--- src/rtl/rc4_phase_sequencer.sv ---
// RC4 phase scheduler: runs init, shuffle and decrypt on the shared-RAM controller
// for each candidate key until a key is accepted, the range runs out, or a phase stalls.
//
// state      | meaning
// -----------+---------------------------------------------------------------
// IDLE       | waiting for go after reset
// LOAD       | clear result flags, load first candidate key
// INIT_GO    | start pulse, mode=init
// INIT_WAIT  | wait for init finished edge (watchdog running)
// SHUF_GO    | start pulse, mode=shuffle
// SHUF_WAIT  | wait for shuffle finished edge (watchdog running)
// DEC_GO     | start pulse, mode=decrypt
// DEC_WAIT   | wait for decrypt finished edge, then count the attempt
// CHECK      | sample msg_valid, decide accept / exhausted / next
// NEXT_KEY   | step key by one, wrapping modulo 2^KW
// DONE       | result valid; go restarts a search
module rc4_phase_sequencer #(
  parameter int  RAM_WIDTH      = 8,
  parameter int  KEY_LENGTH     = 3,
  parameter int  TIMEOUT_CYCLES = 4096,
  localparam int KW             = KEY_LENGTH * RAM_WIDTH
) (
  input  logic          clk,
  input  logic          reset,
  input  logic          go,
  input  logic [KW-1:0] key_start,
  input  logic [KW-1:0] key_end,
  input  logic [2:0]    phase_finished,
  input  logic          msg_valid,
  output logic [2:0]    mode,
  output logic          start,
  output logic [KW-1:0] key,
  output logic [KW-1:0] attempts,
  output logic          busy,
  output logic          done,
  output logic          key_found,
  output logic          timeout_err
);

  localparam int WDW = $clog2(TIMEOUT_CYCLES + 1);
  // Down-counter holds the WAIT cycles left before expiry; zero means this is the last one.
  localparam logic [WDW-1:0] WD_LOAD = WDW'(TIMEOUT_CYCLES - 2);

  localparam logic [2:0] MODE_IDLE = 3'b000;
  localparam logic [2:0] MODE_INIT = 3'b001;
  localparam logic [2:0] MODE_SHUF = 3'b010;
  localparam logic [2:0] MODE_DEC  = 3'b100;

  typedef enum logic [3:0] {
    ST_IDLE, ST_LOAD, ST_INIT_GO, ST_INIT_WAIT, ST_SHUF_GO, ST_SHUF_WAIT,
    ST_DEC_GO, ST_DEC_WAIT, ST_CHECK, ST_NEXT_KEY, ST_DONE
  } state_t;

  state_t          state, state_nxt;
  logic [2:0]      mode_nxt;
  logic [2:0]      fin_q;
  logic [WDW-1:0]  wd_cnt;
  logic            fin_rise_act;
  logic            wd_expired;

  assign wd_expired = (wd_cnt == '0);

  always_comb begin
    state_nxt    = state;
    mode_nxt     = MODE_IDLE;
    start        = 1'b0;
    fin_rise_act = 1'b0;
    case (state)
      ST_IDLE, ST_DONE: if (go) state_nxt = ST_LOAD;
      ST_LOAD:          state_nxt = ST_INIT_GO;
      ST_INIT_GO: begin
        start     = 1'b1;
        state_nxt = ST_INIT_WAIT;
      end
      ST_INIT_WAIT: begin
        fin_rise_act = phase_finished[0] & ~fin_q[0];
        if (fin_rise_act)    state_nxt = ST_SHUF_GO;
        else if (wd_expired) state_nxt = ST_DONE;
      end
      ST_SHUF_GO: begin
        start     = 1'b1;
        state_nxt = ST_SHUF_WAIT;
      end
      ST_SHUF_WAIT: begin
        fin_rise_act = phase_finished[1] & ~fin_q[1];
        if (fin_rise_act)    state_nxt = ST_DEC_GO;
        else if (wd_expired) state_nxt = ST_DONE;
      end
      ST_DEC_GO: begin
        start     = 1'b1;
        state_nxt = ST_DEC_WAIT;
      end
      ST_DEC_WAIT: begin
        fin_rise_act = phase_finished[2] & ~fin_q[2];
        if (fin_rise_act)    state_nxt = ST_CHECK;
        else if (wd_expired) state_nxt = ST_DONE;
      end
      ST_CHECK: begin
        if (msg_valid || (key == key_end)) state_nxt = ST_DONE;
        else                               state_nxt = ST_NEXT_KEY;
      end
      ST_NEXT_KEY: state_nxt = ST_INIT_GO;
      default:     state_nxt = ST_IDLE;
    endcase

    // mode is registered from the next state so it is glitch-free for the whole phase
    case (state_nxt)
      ST_INIT_GO, ST_INIT_WAIT: mode_nxt = MODE_INIT;
      ST_SHUF_GO, ST_SHUF_WAIT: mode_nxt = MODE_SHUF;
      ST_DEC_GO,  ST_DEC_WAIT:  mode_nxt = MODE_DEC;
      default:                  mode_nxt = MODE_IDLE;
    endcase
  end

  always_ff @(posedge clk or negedge reset) begin
    if (!reset) begin
      state       <= ST_IDLE;
      mode        <= MODE_IDLE;
      fin_q       <= '0;
      wd_cnt      <= '0;
      key         <= '0;
      attempts    <= '0;
      busy        <= 1'b0;
      done        <= 1'b0;
      key_found   <= 1'b0;
      timeout_err <= 1'b0;
    end else begin
      state <= state_nxt;
      mode  <= mode_nxt;
      fin_q <= phase_finished;
      busy  <= (state_nxt != ST_IDLE) && (state_nxt != ST_DONE);
      done  <= (state_nxt == ST_DONE);
      case (state)
        ST_IDLE, ST_DONE: begin
          if (go) begin
            key         <= key_start;
            attempts    <= '0;
            key_found   <= 1'b0;
            timeout_err <= 1'b0;
          end
        end
        ST_INIT_GO, ST_SHUF_GO, ST_DEC_GO: wd_cnt <= WD_LOAD;
        ST_INIT_WAIT, ST_SHUF_WAIT, ST_DEC_WAIT: begin
          if (fin_rise_act) begin
            if (state == ST_DEC_WAIT) attempts <= attempts + KW'(1);
          end else if (wd_expired) begin
            timeout_err <= 1'b1;
          end else begin
            wd_cnt <= wd_cnt - WDW'(1);
          end
        end
        ST_CHECK:    if (msg_valid) key_found <= 1'b1;
        ST_NEXT_KEY: key <= key + KW'(1);
        default: ;
      endcase
    end
  end

endmodule

--- config.mk ---
export PLATFORM = sky130hd
export DESIGN_NAME = rc4_phase_sequencer
export DESIGN_NICKNAME = d
export VERILOG_FILES = /design/src/rtl/rc4_phase_sequencer.sv
export SDC_FILE = /design/constraint.sdc
export NUM_CORES = 1
export LEC_CHECK = 0
export CORE_MARGIN = 2
export CORE_UTILIZATION = 40
export CTS_BUF_LIST = sky130_fd_sc_hd__clkbuf_8
export CTS_CLUSTER_SIZE = 16
export DETAILED_ROUTE_END_ITERATION = 12
export GPL_ROUTABILITY_DRIVEN = 0
export MAX_ROUTING_LAYER = met4
export PLACE_DENSITY = 0.67
export SYNTH_ARGS = -nofsm -noshare
export SYNTH_HDL_FRONTEND = slang
export SYNTH_SLANG_ARGS = --single-unit
--- constraint.sdc ---
create_clock -name clk -period 5.85 [get_ports clk]
set_input_delay 1.17 -clock clk [delete_from_list [all_inputs] [get_ports clk]]
set_output_delay 1.17 -clock clk [all_outputs]
set_load 0.1 [all_outputs]
# After elaboration in Yosys (flattened, before gate mapping)
# Cells that the tools add are included.
# classes
add_sub_neg	3
reduce_logical	21
n_mux	25
n_eq_ne	26
bitwise_logic	6
# ops
operator	count
2-to-1 mux 24 bit	4
one-hot mux 24 bit (2 select lines)	2
adder 24 x 1 -> 24 bit (second input constant)	2
one-hot mux 4 bit (9 select lines)	1
equality test 4 x 3 -> 1 bit (second input constant)	8
2-to-1 mux 13 bit	2
one-hot mux 13 bit (2 select lines)	1
equality test 24 bit	1
2-to-1 mux 4 bit	5
equality test 4 x 2 -> 1 bit (second input constant)	4
equality test 4 bit (second input constant)	4
inequality test 2 bit (second input constant)	7
logical NOT 13 bit	1
subtractor 13 x 1 -> 13 bit (second input constant)	1
OR reduction 2 bit	5
one-hot mux 3 bit (3 select lines)	1
AND reduction 4 bit	2
nonzero test 2 bit	4
AND reduction 3 bit	2
OR reduction 3 bit	2
2-to-1 mux 1 bit	5
equality test 4 x 1 -> 1 bit (second input constant)	1
logical NOT 4 bit	1
inequality test 4 bit (second input constant)	1
other kinds (9)	14
# totals
elab_cells	91
in_bits	55
output_inout_bits	56
register_bits	75

# Longest topological paths before layout
# logic_depth
ltp_word	7
depth_mapped	8
depth_no_buf	7

# Least setup slack after synthesis
# No wires, ideal clock.
# synth_path
kind	reg2out
start	register state[1]
end	output port start
required_time_ns	4.680
path_buffers	2
slack_ns	2.991
t_arrival_ns	1.689
stages_incl_launch_ff	5
cell_sequence	dfrtp_1 > buf_2 > buf_1 > o21ai_1 > inv_1
# synth_via
elab_chain_cells	3
elab_cells_between_ends	5
classes_between	eq/ne: 3; mux: 1; reduce/logical: 1
# synth_lines
element	line_no	text
start, declared	54	state_t state, state_nxt;
start signal, assigned	128	state <= state_nxt;
equality test 4 x 2 -> 1 bit / equality test 4 x 3 -> 1 bit (equally long branches)	68	case (state)
OR reduction 3 bit (no source line) (*)	n/a	
2-to-1 mux 1 bit (*)	68	
end, declared	31	output logic start,
# Every way passes the cells marked *; elsewhere a longest branch is shown, timed or not.

# Worst setup path in the final report
# Same ends and word-level chain as after synthesis.

==> impl_metrics.tcl <==
set metrics [dict create \
    ys_seq_area_share_pct 41.3 \
    drv_cap 0 \
    core_mm2 0.0109 \
    maxSlewHeadroom_pct 15.9 \
    die_w_um 111 \
    root_buffer "clkbuf_8" \
    crit_type "reg2out" \
    r2r_setup_slack_ps 3230 \
    mostFrequentLayoutCells "109 x clkdlybuf4s50_1, 75 x dfrtp_1, 55 x nand2_1" \
    finalCriticalPeriod_ps 4050 \
    final_common_cell "clkdlybuf4s50_1" \
    hold_violations 0 \
    netlist_area_mm2 0.00454 \
    area_growth_pct 29.1 \
    clockBufferDepth 2 \
    num-fill-cells 1051 \
    start_util_pct 41.5 \
    diodes 0 \
    antenna_found_initial 0 \
    final_cells 728 \
    dpl.hpwl_um 8880 \
    final.setup.tns_ps 0 \
    clk_latency_ps 340 \
    numCtsBuffers 9 \
    preCtsSetupSlack_ps 2200 \
    vias 4246 \
    wire_per_inst_um 16.9 \
    synthCells 486 \
    cp_max_fo 20 \
    yosys_warnings 0 \
    leakagePower_nw 2.29 \
    setup_viol 0 \
    rr_endpoint "attempts[15]$_DFFE_PN0P_" \
    rsz0062_at_grt "no" \
    drcViolationCount 0 \
    placed_area_mm2 0.00571 \
    ant_nets 0 \
    grt_pass1_vias 4112 \
    first_pass_iters 4 \
    grt_pass1_wl_um 20500 \
    synth-edff-count 0 \
    post-route-cell-area_mm2 0.00586 \
    hold_path.startpoint "wd_cnt[0]$_DFFE_PN0P_" \
    drv_slew 0 \
    first_iter_violations 208 \
    power_mw 2.97 \
    fin_util_pct 53.6 \
    cts.sinks 75 \
    holdWs_ps 493 \
    grtUsageTotal_pct 20.8 \
    clk_pin_slew_ps 70 \
    fin_skew_ps 9.36 \
    end_kind "output pin" \
    ctsResizeCount 0 \
    grt_overflow 0 \
    nNetsFinal 641 \
    fmax_ghz 0.247 \
    ir_drop_v 0.000403 \
    worstMarginPinSlew_ps 1260 \
    cp.required_ps 4680 \
    synth.distinct_cells 75 \
    grt_max_degree 76 \
    avgSynthCellArea_um2 9.34 \
    cts_tree "done" \
    cts_setup_buffers 0 \
    routed_via_density 5.83 \
    synth-seq-cells 75 \
    dp.cells 712 \
    rows 38 \
    io_pins 111 \
    drive_above_1_share_pct 6.29 \
    pwr_density_cell_mw_per_mm2 506 \
    setup_slack_ps 1800 \
    dieArea_mm2 0.0122 \
    r2r_start "state[3]$_DFF_PN0_" \
    cp-startpoint "state[1]$_DFF_PN0_" \
    hp-class "reg2reg" \
    status "complete, no violations" \
    routed_wl_um 12300 \
    htree_levels 3 \
    die_height_um 111 \
    syn_nets 544 \
    io_buffers 110 \
    ctsHoldBuffers 0 \
    crit_arrival_ps 2880 \
    reg2reg_depth 5 \
    finalCritPeriodShare_pct 69.2 \
    critPathLaunchType "flop" \
    setup.worst_path.end "start" \
    synth-main-ff-cell "dfrtp_1" \
    ys_async_sr_fraction_pct 100 \
]
==> final cells by class <==
cell class	instances	area (µm²)	area share, %
clock buffer	9	124	2.11
sequential	75	1880	32.0
timing repair buffer	113	1120	19.1
multi-input combinational	374	2500	42.6
inverter	10	37.5	0.640
clock inverter	7	30.0	0.512
tap	140	175	2.99
==> cell families after synthesis <==
logic type      share of synthesized area, %
fa+ha+maj                              0.827
xor+xnor                                5.40
compound gates                          19.6
flops                                   41.3
simple gates                            27.1
mux                                     1.98
buf+inv                                 3.80
==> sequential cells by signal, summed over array words and instances (netlist names) <==
register and flops:
timeout_err 1, mode 3, state 4, attempts 24
wd_cnt 13, key 24, key_found 1, done 1
fin_q 3, busy 1
==> worst min-delay path by stage <==
stage / to / slack [ps] / cells past startpoint
6_report: wd_cnt[0]$_DFFE_PN0P_ / 490 / 1
5_1_grt: wd_cnt[0]$_DFFE_PN0P_ / 540 / 1
3_5_place_dp: wd_cnt[0]$_DFFE_PN0P_ / 490 / 1
2_1_floorplan: wd_cnt[0]$_DFFE_PN0P_ / 460 / 1
3_3_place_gp: wd_cnt[0]$_DFFE_PN0P_ / 480 / 1
4_1_cts: wd_cnt[0]$_DFFE_PN0P_ / 500 / 1
==> power breakdown <==
part	leakage, nW	internal (mW)	switching, mW
logic	1.28	0.472	1.26
registers	0.910	0.652	0.248
clock network	0.0977	0.146	0.186
==> synthesized netlist by cell type, types with 10 or more instances <==
master | n | area share [%]
and3_1 | 13 | 1.8
inv_1 | 10 | 0.83
xor2_1 | 26 | 5.0
clkbuf_1 | 10 | 0.83
nand3_1 | 12 | 1.3
nand2b_1 | 10 | 1.4
o211ai_1 | 11 | 1.8
o31ai_1 | 14 | 2.3
dfrtp_1 | 75 | 41
nand4_1 | 12 | 1.7
nor3_1 | 15 | 1.7
nand2_1 | 55 | 4.5
a21oi_1 | 26 | 2.9
nor2_1 | 26 | 2.1
or4_1 | 11 | 1.8
==> worst max-delay path, cell delays in order (launching register included) <==
cell and delay (ps):
dfrtp_1 730, o21ai_1 400, inv_1 240, clkdlybuf4s50_1 1170
==> routing by layer <==
metal  routed length (µm)  track usage (%)
met3                  498             3.07
met2                 5970             33.0
met4                  110             7.08
met1                 5740             27.4
met5                    0                -
Power figures use the tool's default switching activity.
